===== config.mk =====
export PLATFORM = sky130hd
export DESIGN_NAME = tlbread_front_flat
export DESIGN_NICKNAME = d
export VERILOG_FILES = /design/src/rtl/tlbread_front_if.sv /design/src/rtl/tlbread_front.sv /design/src/flat_wrapper.sv
export SDC_FILE = /design/constraint.sdc
export NUM_CORES = 1
export LEC_CHECK = 0
export ABC_AREA = 0
export BUFFER_PORTS_ARGS = -buffer_cell sky130_fd_sc_hd__buf_2
export CORE_MARGIN = 2
export CORE_UTILIZATION = 48
export DETAILED_ROUTE_END_ITERATION = 8
export GPL_TIMING_DRIVEN = 1
export PLACE_DENSITY_LB_ADDON = 0.08
export SYNTH_ARGS = -nofsm -noshare
export SYNTH_HDL_FRONTEND = slang
export SYNTH_SLANG_ARGS = --single-unit

===== constraint.sdc =====
create_clock -name clk -period 5.1 [get_ports clk]
set_input_delay 1.53 -clock clk [delete_from_list [all_inputs] [get_ports clk]]
set_output_delay 1.53 -clock clk [all_outputs]
set_load 0.01 [all_outputs]

===== src/rtl/tlbread_front_if.sv =====
// Request/response bundle between the read splitter (tlbread_*) and the TLB core (tlb_*).
// slave: the conditioning stage; master: the splitter plus TLB environment around it.
interface tlbread_front_if;
    logic        tlbread_do;
    logic [1:0]  tlbread_cpl;
    logic [31:0] tlbread_address;
    logic [3:0]  tlbread_length;
    logic [3:0]  tlbread_length_full;
    logic        tlbread_lock;
    logic        tlbread_rmw;
    logic        tlbread_done;
    logic        tlbread_page_fault;
    logic        tlbread_ac_fault;
    logic        tlbread_retry;
    logic [63:0] tlbread_data;

    logic        tlb_do;
    logic [1:0]  tlb_cpl;
    logic [31:0] tlb_address;
    logic [3:0]  tlb_length;
    logic        tlb_lock;
    logic        tlb_rmw;
    logic        tlb_done;
    logic        tlb_page_fault;
    logic        tlb_retry;
    logic [63:0] tlb_data;

    modport slave (
        input  tlbread_do, tlbread_cpl, tlbread_address, tlbread_length,
               tlbread_length_full, tlbread_lock, tlbread_rmw,
        output tlbread_done, tlbread_page_fault, tlbread_ac_fault, tlbread_retry, tlbread_data,
        output tlb_do, tlb_cpl, tlb_address, tlb_length, tlb_lock, tlb_rmw,
        input  tlb_done, tlb_page_fault, tlb_retry, tlb_data
    );

    modport master (
        output tlbread_do, tlbread_cpl, tlbread_address, tlbread_length,
               tlbread_length_full, tlbread_lock, tlbread_rmw,
        input  tlbread_done, tlbread_page_fault, tlbread_ac_fault, tlbread_retry, tlbread_data,
        input  tlb_do, tlb_cpl, tlb_address, tlb_length, tlb_lock, tlb_rmw,
        output tlb_done, tlb_page_fault, tlb_retry, tlb_data
    );
endinterface


===== src/rtl/tlbread_front.sv =====
// Read request conditioning ahead of the TLB: #AC alignment check, retry re-issue, response pulses.
// Optional retry-limit monitor enabled by defining TLBREAD_FRONT_RETRY_LIMIT_EN.
module tlbread_front #(
    parameter int unsigned RETRY_GAP   = 2,
    parameter int unsigned RETRY_LIMIT = 15
) (
    input  logic             clk,
    input  logic             rst,
    input  logic             ac_check_en,
    tlbread_front_if.slave   bus,
    output logic             retry_overflow
);

    localparam int unsigned CNT_W = 4;

    typedef enum logic [1:0] {IDLE, ISSUE, GAP, RESP} state_t;

    typedef struct packed {
        logic [1:0]  cpl;
        logic [31:0] address;
        logic [3:0]  length;
        logic        lock;
        logic        rmw;
    } req_t;

    state_t             state, next_state;
    req_t               req_q;
    logic               ac_pend_q;
    logic               abandon_q;
    logic [CNT_W-1:0]   gap_cnt;
    logic [63:0]        data_q;
    logic               tlb_do_q, done_q, pf_q, ac_q, retry_q;

    logic lat_req, ac_set, pf_set, done_set, retry_set, gap_load, abandon_set;
    logic discard, misalign, tlb_do_d;

    // Alignment is judged on the whole access, only for user-mode with AM/AC enabled
    always_comb begin
        misalign = ac_check_en && (bus.tlbread_cpl == 2'd3) &&
                   (((bus.tlbread_length_full == 4'd2) && bus.tlbread_address[0]) ||
                    ((bus.tlbread_length_full == 4'd4) && (bus.tlbread_address[1:0] != 2'd0)) ||
                    ((bus.tlbread_length_full == 4'd8) && (bus.tlbread_address[2:0] != 3'd0)));
    end

    // Next state and per-cycle actions; a dropped upstream request turns any response into a discard
    always_comb begin
        next_state  = state;
        lat_req     = 1'b0;
        ac_set      = 1'b0;
        pf_set      = 1'b0;
        done_set    = 1'b0;
        retry_set   = 1'b0;
        gap_load    = 1'b0;
        abandon_set = 1'b0;
        discard     = abandon_q || !bus.tlbread_do;
        unique case (state)
            IDLE: begin
                if (bus.tlbread_do) begin
                    lat_req    = 1'b1;
                    next_state = ISSUE;
                end
            end
            ISSUE: begin
                if (ac_pend_q) begin
                    ac_set     = !discard;
                    next_state = discard ? IDLE : RESP;
                end else if (bus.tlb_page_fault) begin
                    pf_set     = !discard;
                    next_state = discard ? IDLE : RESP;
                end else if (bus.tlb_done) begin
                    done_set   = !discard;
                    next_state = discard ? IDLE : RESP;
                end else if (bus.tlb_retry) begin
                    if (discard) begin
                        next_state = IDLE;
                    end else begin
                        retry_set  = 1'b1;
                        gap_load   = 1'b1;
                        next_state = GAP;
                    end
                end else if (!bus.tlbread_do) begin
                    abandon_set = 1'b1;
                end
            end
            GAP: begin
                if (!bus.tlbread_do) begin
                    next_state = IDLE;
                end else if (gap_cnt <= CNT_W'(1)) begin
                    next_state = ISSUE;
                end
            end
            RESP: begin
                next_state = IDLE;
            end
            default: begin
                next_state = IDLE;
            end
        endcase
        // A misaligned request still spends one ISSUE cycle, but the TLB never sees it
        tlb_do_d = (next_state == ISSUE) && !(lat_req && misalign);
    end

    always_ff @(posedge clk) begin
        if (rst) begin
            state     <= IDLE;
            req_q     <= '0;
            ac_pend_q <= 1'b0;
            abandon_q <= 1'b0;
            gap_cnt   <= '0;
            data_q    <= '0;
            tlb_do_q  <= 1'b0;
            done_q    <= 1'b0;
            pf_q      <= 1'b0;
            ac_q      <= 1'b0;
            retry_q   <= 1'b0;
        end else begin
            state    <= next_state;
            tlb_do_q <= tlb_do_d;
            done_q   <= done_set;
            pf_q     <= pf_set;
            ac_q     <= ac_set;
            retry_q  <= retry_set;
            if (lat_req) begin
                req_q     <= '{cpl:     bus.tlbread_cpl,
                               address: bus.tlbread_address,
                               length:  bus.tlbread_length,
                               lock:    bus.tlbread_lock,
                               rmw:     bus.tlbread_rmw};
                ac_pend_q <= misalign;
            end
            if (lat_req || (next_state == IDLE)) begin
                abandon_q <= 1'b0;
            end else if (abandon_set) begin
                abandon_q <= 1'b1;
            end
            if (done_set) begin
                data_q <= bus.tlb_data;
            end
            if (gap_load) begin
                gap_cnt <= CNT_W'(RETRY_GAP);
            end else if (state == GAP) begin
                gap_cnt <= gap_cnt - CNT_W'(1);
            end
        end
    end

`ifdef TLBREAD_FRONT_RETRY_LIMIT_EN
    logic [CNT_W-1:0] retry_cnt;
    logic             overflow_q;

    // Per-request saturating retry count; the overflow flag outlives the request
    always_ff @(posedge clk) begin
        if (rst) begin
            retry_cnt  <= '0;
            overflow_q <= 1'b0;
        end else begin
            if (next_state == IDLE) begin
                retry_cnt <= '0;
            end else if (retry_set && (retry_cnt != CNT_W'(RETRY_LIMIT))) begin
                retry_cnt <= retry_cnt + CNT_W'(1);
            end
            if (retry_set && (({1'b0, retry_cnt} + 5'd1) >= 5'(RETRY_LIMIT))) begin
                overflow_q <= 1'b1;
            end
        end
    end

    assign retry_overflow = overflow_q;
`else
    logic unused_retry_limit;
    assign unused_retry_limit = ^CNT_W'(RETRY_LIMIT);
    assign retry_overflow     = 1'b0;
`endif

    assign bus.tlb_do             = tlb_do_q;
    assign bus.tlb_cpl            = req_q.cpl;
    assign bus.tlb_address        = req_q.address;
    assign bus.tlb_length         = req_q.length;
    assign bus.tlb_lock           = req_q.lock;
    assign bus.tlb_rmw            = req_q.rmw;
    assign bus.tlbread_done       = done_q;
    assign bus.tlbread_page_fault = pf_q;
    assign bus.tlbread_ac_fault   = ac_q;
    assign bus.tlbread_retry      = retry_q;
    assign bus.tlbread_data       = data_q;

endmodule


===== src/flat_wrapper.sv =====
// flat-port wrapper written by rule: the top's interface ports become plain ports
module tlbread_front_flat 
#(
    parameter int unsigned RETRY_GAP   = 2,
    parameter int unsigned RETRY_LIMIT = 15
)
  (clk, rst, ac_check_en, retry_overflow, bus_tlbread_do, bus_tlbread_cpl, bus_tlbread_address, bus_tlbread_length, bus_tlbread_length_full, bus_tlbread_lock, bus_tlbread_rmw, bus_tlbread_done, bus_tlbread_page_fault, bus_tlbread_ac_fault, bus_tlbread_retry, bus_tlbread_data, bus_tlb_do, bus_tlb_cpl, bus_tlb_address, bus_tlb_length, bus_tlb_lock, bus_tlb_rmw, bus_tlb_done, bus_tlb_page_fault, bus_tlb_retry, bus_tlb_data);
  tlbread_front_if bus_i ();
  input  logic clk;
  input  logic rst;
  input  logic ac_check_en;
  output logic retry_overflow;
  input wire logic [$bits(bus_i.tlbread_do)-1:0] bus_tlbread_do;
  input wire logic [$bits(bus_i.tlbread_cpl)-1:0] bus_tlbread_cpl;
  input wire logic [$bits(bus_i.tlbread_address)-1:0] bus_tlbread_address;
  input wire logic [$bits(bus_i.tlbread_length)-1:0] bus_tlbread_length;
  input wire logic [$bits(bus_i.tlbread_length_full)-1:0] bus_tlbread_length_full;
  input wire logic [$bits(bus_i.tlbread_lock)-1:0] bus_tlbread_lock;
  input wire logic [$bits(bus_i.tlbread_rmw)-1:0] bus_tlbread_rmw;
  output wire logic [$bits(bus_i.tlbread_done)-1:0] bus_tlbread_done;
  output wire logic [$bits(bus_i.tlbread_page_fault)-1:0] bus_tlbread_page_fault;
  output wire logic [$bits(bus_i.tlbread_ac_fault)-1:0] bus_tlbread_ac_fault;
  output wire logic [$bits(bus_i.tlbread_retry)-1:0] bus_tlbread_retry;
  output wire logic [$bits(bus_i.tlbread_data)-1:0] bus_tlbread_data;
  output wire logic [$bits(bus_i.tlb_do)-1:0] bus_tlb_do;
  output wire logic [$bits(bus_i.tlb_cpl)-1:0] bus_tlb_cpl;
  output wire logic [$bits(bus_i.tlb_address)-1:0] bus_tlb_address;
  output wire logic [$bits(bus_i.tlb_length)-1:0] bus_tlb_length;
  output wire logic [$bits(bus_i.tlb_lock)-1:0] bus_tlb_lock;
  output wire logic [$bits(bus_i.tlb_rmw)-1:0] bus_tlb_rmw;
  input wire logic [$bits(bus_i.tlb_done)-1:0] bus_tlb_done;
  input wire logic [$bits(bus_i.tlb_page_fault)-1:0] bus_tlb_page_fault;
  input wire logic [$bits(bus_i.tlb_retry)-1:0] bus_tlb_retry;
  input wire logic [$bits(bus_i.tlb_data)-1:0] bus_tlb_data;
  assign bus_i.tlbread_do = bus_tlbread_do;
  assign bus_i.tlbread_cpl = bus_tlbread_cpl;
  assign bus_i.tlbread_address = bus_tlbread_address;
  assign bus_i.tlbread_length = bus_tlbread_length;
  assign bus_i.tlbread_length_full = bus_tlbread_length_full;
  assign bus_i.tlbread_lock = bus_tlbread_lock;
  assign bus_i.tlbread_rmw = bus_tlbread_rmw;
  assign bus_tlbread_done = bus_i.tlbread_done;
  assign bus_tlbread_page_fault = bus_i.tlbread_page_fault;
  assign bus_tlbread_ac_fault = bus_i.tlbread_ac_fault;
  assign bus_tlbread_retry = bus_i.tlbread_retry;
  assign bus_tlbread_data = bus_i.tlbread_data;
  assign bus_tlb_do = bus_i.tlb_do;
  assign bus_tlb_cpl = bus_i.tlb_cpl;
  assign bus_tlb_address = bus_i.tlb_address;
  assign bus_tlb_length = bus_i.tlb_length;
  assign bus_tlb_lock = bus_i.tlb_lock;
  assign bus_tlb_rmw = bus_i.tlb_rmw;
  assign bus_i.tlb_done = bus_tlb_done;
  assign bus_i.tlb_page_fault = bus_tlb_page_fault;
  assign bus_i.tlb_retry = bus_tlb_retry;
  assign bus_i.tlb_data = bus_tlb_data;
  tlbread_front #(.RETRY_GAP(RETRY_GAP), .RETRY_LIMIT(RETRY_LIMIT)) u_core (.clk(clk), .rst(rst), .ac_check_en(ac_check_en), .bus(bus_i), .retry_overflow(retry_overflow));
endmodule

### Word-level counts from Yosys, hierarchy flattened

Cells that the tools add are included.

| operators by class | value |
|---|---|
| add/sub/neg operators | 1 |
| magnitude comparators | 1 |
| equality and inequality tests | 8 |
| multiplexer cells | 30 |
| bitwise gates (word level) | 3 |
| reductions and logical operators | 23 |

Operators with widths:

| operator | number |
|---|---|
| 2-bit two-way mux | 11 |
| 1-bit two-way mux | 18 |
| 2-bit one-hot mux with 4 select lines | 1 |
| 1-bit logical AND | 7 |
| 2-bit == test (second input constant) | 3 |
| 2-bit by 1-bit == test with 1-bit output (second input constant) | 2 |
| 4-bit by 2-bit == test with 1-bit output (second input constant) | 1 |
| 4-bit by 3-bit == test with 1-bit output (second input constant) | 1 |
| 4-bit == test (second input constant) | 1 |
| 4-bit by 1-bit <= comparator with 1-bit output (second input constant) | 1 |
| 2-bit zero test | 2 |
| 1-bit logical OR | 4 |
| 2-bit nonzero test | 2 |
| 2-bit OR reduction | 2 |
| 4-bit OR reduction | 1 |
| 4-bit by 1-bit subtractor with 4-bit output (second input constant) | 1 |
| 1-bit zero test | 3 |
| 1-bit NOT | 3 |
| 3-bit nonzero test | 1 |
| 3-bit OR reduction | 1 |

| storage, ports and cells | value |
|---|---|
| bits in registers | 117 |
| input port bits | 115 |
| output and inout port bits | 110 |
| logic and storage cells | 82 |

### Depth between registers and ports, before layout

| depth | value |
|---|---|
| depth in word-level cells | 11 |
| depth in mapped cells | 7 |
| mapped depth without buffers | 6 |

### Worst setup path before layout

Ideal clock, no wire load.

| timing | value |
|---|---|
| kind | input port to flip-flop |
| start point | input port bus_tlb_done |
| end point | register u_core.tlb_do_q, in the netlist u_core.bus.tlb_do |
| arrival time | 2,546 ps |
| slack | 2,439 ps |
| cell stages on the path | 4 |
| buffers on the path | 0 |
| path through | or2_2 > a221o_1 > a32o_1 > and3_1 |

| between the ends | value |
|---|---|
| cells in the longest elaborated chain, start to end | 6 |

Ends and longest elaborated chain:

| what | line | source |
|---|---|---|
| start: declaration | flat_wrapper.sv:31 | `input wire logic [$bits(bus_i.tlb_done)-1:0] bus_tlb_done;` |
| 2-bit two-way mux | tlbread_front.sv:70 | `end else if (bus.tlb_done) begin` |
| 2-bit two-way mux | tlbread_front.sv:67 | `end else if (bus.tlb_page_fault) begin` |
| 2-bit two-way mux | tlbread_front.sv:64 | `if (ac_pend_q) begin` |
| 2-bit one-hot mux with 4 select lines | tlbread_front.sv:56 | `unique case (state)` |
| 2-bit by 1-bit == test with 1-bit output | tlbread_front.sv:100 | `tlb_do_d = (next_state == ISSUE) && !(lat_req && misalign);` |
| 1-bit logical AND | tlbread_front.sv:100 |  |
| end signal: assignment | tlbread_front.sv:118 | `tlb_do_q <= tlb_do_d;` |
| end: declaration | tlbread_front.sv:32 | `logic tlb_do_q, done_q, pf_q, ac_q, retry_q;` |

Every way passes these cells.
A chain may end at the register's enable or synchronous reset.

### Final worst setup path

| timing | value |
|---|---|
| start point | input port bus_tlbread_do |
| end point | register u_core.data_q[26], in the netlist u_core.bus.tlbread_data[26] |

| between the ends | value |
|---|---|
| cells in the longest elaborated chain, start to end | 7 |

Ends and longest elaborated chain:

| what | line | source |
|---|---|---|
| start: declaration | flat_wrapper.sv:13 | `input wire logic [$bits(bus_i.tlbread_do)-1:0] bus_tlbread_do;` |
| 1-bit zero test | tlbread_front.sv:55 | `discard = abandon_q \|\| !bus.tlbread_do;` |
| 1-bit logical OR | tlbread_front.sv:55 |  |
| 1-bit zero test | tlbread_front.sv:71 | `done_set = !discard;` |
| 1-bit two-way mux | tlbread_front.sv:70 |  |
| 1-bit two-way mux | tlbread_front.sv:67 |  |
| 1-bit two-way mux | tlbread_front.sv:64 |  |
| 1-bit two-way mux | tlbread_front.sv:56 |  |
| end signal: assignment | tlbread_front.sv:137 | `data_q <= bus.tlb_data;` |
| end: declaration | tlbread_front.sv:31 | `logic [63:0] data_q;` |

Every way passes these cells.

==> impl_metrics.toml <==
[clocking]
clockBufferDepth = 2
clock-sinks = 117
htreeDepth = 4
clk_pin_slew_ps = 50
cts_tree = "built"
postCtsSetupBuffers = 0
hold_buffers = 0
clock_latency_ps = 500
cts-root-buf = "clkbuf_8"
ctsResizeCount = 0
cts_made_buffers = 17

[sta]
whs_ps = 447
fin_worst_skew_ps = 12.8
hold_violations = 0
fin_ws_ps = 2200
finalCriticalPeriod_ps = 2900
drv_slew = 0
finalSetupViolCount = 0
fmax_mhz = 345
worst_slew_pin_slew_ps = 1150
rsz0062_at_grt = "false"
slew_headroom_pct = 23.2
period_share_pct = 56.9
fin_tns_setup_ps = 0

[layout]
final_nets = 861
area_growth_pct = 40.6
fill_cells = 755
antennaDiodeCount = 0
drive_gt1_share_pct = 34.5

[place]
hpwlAfterDp_mm = 7.71
routabilityCongestion = 0.811
place_ws_ps = 1720
port_buffers = 223

[power]
powerDensity_nw_per_um2 = 387
p_leak_uw = 0.00275
ir_drop_mv = 0.224

[worst_setup_path]
critPathLaunchType = "input port"
reg2reg_from = "u_core.state[0]"
startpoint = "bus_tlbread_do"
crit_path_end_kind = "flop"
cp_max_fo = 64
path_class = "input port to flop"
required_ps = 5530
cp.arrival_ps = 3330

[synthesis]
seq_area_frac_synth_pct = 55.5
ys.warnings.count = 0
synth.cell_area_um2 = 4220
synth_flop_cell = "dfxtp_1"
synthCells = 536
ys_types = 34
synthArstFlopShare_pct = 0
postSynthAreaPerCell_um2 = 7.87
syn_nets = 653
ys_ff_latch = 117
synth_edf_count = 0

[drt]
drcViolationCount = 0
viasPerCell = 4.88
routed_wl_mm = 11.1
post_drt_wl_per_cell_um = 12.8
first_pass_iters = 4
initialDrtViolationCount = 102
num_vias = 4212
final_antenna_net_count = 0

[floorplanning]
io-pin-count = 225
die_area_um2 = 9550
die_x_um = 97.7
initial_core_util_pct = 48.8
core_um2 = 8640
fp-row-count = 34
die_h_um = 97.7

[grt]
grt_pass1_wl_mm = 17.9
antenna_found_initial = 0
grt_max_degree = 71
grt-ovfl-total = 0
grt_pass1_vias = 3944
grt_usage_pct = 23.1

[hold_path]
min_from = "u_core.bus.tlbread_data[11]"
hold_path_class = "flop to flop"

[run_status]
outcome = "finished, final reports clean"

[job]
cap_violations = 0
[cell families after synthesis]
kind of cell	count (synthesis)	synth area share, %
AOI/OAI and AO/OA	121	15.0
xor gates and xnor gates	4	0.831
adders and majority gates	2	0.593
buffers and inverters	43	4.33
DFF	117	55.5
other	1	0.0889
and+or+nand+nor	248	23.6
[stage by stage]
step | util (%) | cells | power [uW] | cell area [um2]
final | 68.7 | 864 | 2290 | 5930
after global routing | 68.7 | 864 | 2390 | 5930
after floorplan | - | 536 | 1070 | 4220
after CTS | 68.7 | 864 | 2310 | 5930
after global placement | 62.0 | 833 | 1160 | 5350
after detailed placement | 62.0 | 833 | 1170 | 5350
[sequential cells by signal, summed over array words and instances, names as in the netlist]
name / count
u_core.bus.tlb_rmw: 1
u_core.bus.tlbread_page_fault: 1
u_core.abandon_q: 1
u_core.bus.tlb_lock: 1
u_core.bus.tlb_length: 4
u_core.bus.tlb_address: 32
u_core.bus.tlb_cpl: 2
u_core.bus.tlbread_ac_fault: 1
u_core.bus.tlbread_retry: 1
u_core.gap_cnt: 4
u_core.bus.tlbread_done: 1
u_core.bus.tlbread_data: 64
u_core.ac_pend_q: 1
u_core.bus.tlb_do: 1
u_core.state: 2
[layer usage]
layer	up-vias	wire length (um)	track usage [%]
met5	-	0	0
met4	0	112	7.16
met3	12	953	8.73
met2	170	5430	39.5
met1	1883	4590	27.0
li1	2147	-	-
[cell type report]
| type | instances | area (um2) | area share (%) |
|---|---|---|---|
| Multi-Input combinational cell | 376 | 1710 | 28.8 |
| Clock buffer | 21 | 449 | 7.58 |
| Tap cell | 108 | 135 | 2.28 |
| Sequential cell | 117 | 2340 | 39.5 |
| Inverter | 5 | 18.8 | 0.317 |
| Clock inverter | 10 | 130 | 2.19 |
| Timing Repair Buffer | 227 | 1150 | 19.4 |
[path summary, 6_finish.rpt]
kind                                  to  slack (ps)  cells past startpoint
max          u_core.bus.tlbread_data[26]        2200                      5
min          u_core.bus.tlbread_data[11]         450                      2
max reg2reg  u_core.bus.tlbread_data[26]        2860                      4
min reg2reg  u_core.bus.tlbread_data[11]         450                      2
[cell usage in the layout (no fill, tap or decap), types with 2 or more instances in the layout]
cell          n
dfxtp_1     117
clkbuf_8      3
buf_4         5
nand2_1     217
clkinvlp_4    2
o21ai_0       3
clkbuf_16    16
nor2_1       11
nand2b_1      3
a21oi_1     110
inv_1         5
xor2_1        3
clkbuf_1      2
nor3_1        4
nor2b_1       2
clkinv_2      5
buf_2       222
ha_1          2
bufinv_16     3
[report_power, final]
part | switching [uW] | internal [uW]
sequential | 16.6 | 946
clock | 386 | 761
combinational | 105 | 79.8
[cell usage after synthesis, drive strengths merged (2+ instances only)]
| library cell | n | area [um2] |
|---|---|---|
| nand2 | 217 | 815 |
| dfxtp | 117 | 2340 |
| a21oi | 110 | 551 |
| clkbuf | 23 | 86.3 |
| buf | 15 | 77.6 |
| nor2 | 11 | 41.3 |
| inv | 5 | 18.8 |
| nor3 | 4 | 20.0 |
| nand2b | 3 | 18.8 |
| o21ai | 3 | 15.0 |
| xor2 | 3 | 26.3 |
| and3 | 2 | 12.5 |
| ha | 2 | 25.0 |
| nor2b | 2 | 12.5 |
| nor3b | 2 | 20.0 |
[worst max-delay path, stage by stage]
cell and delay (ps):
buf_2 150, and4bb_2 310, and3_2 960, nand2_1 140
a21oi_1 190
Note: power is estimated with default switching activity, not from simulation.
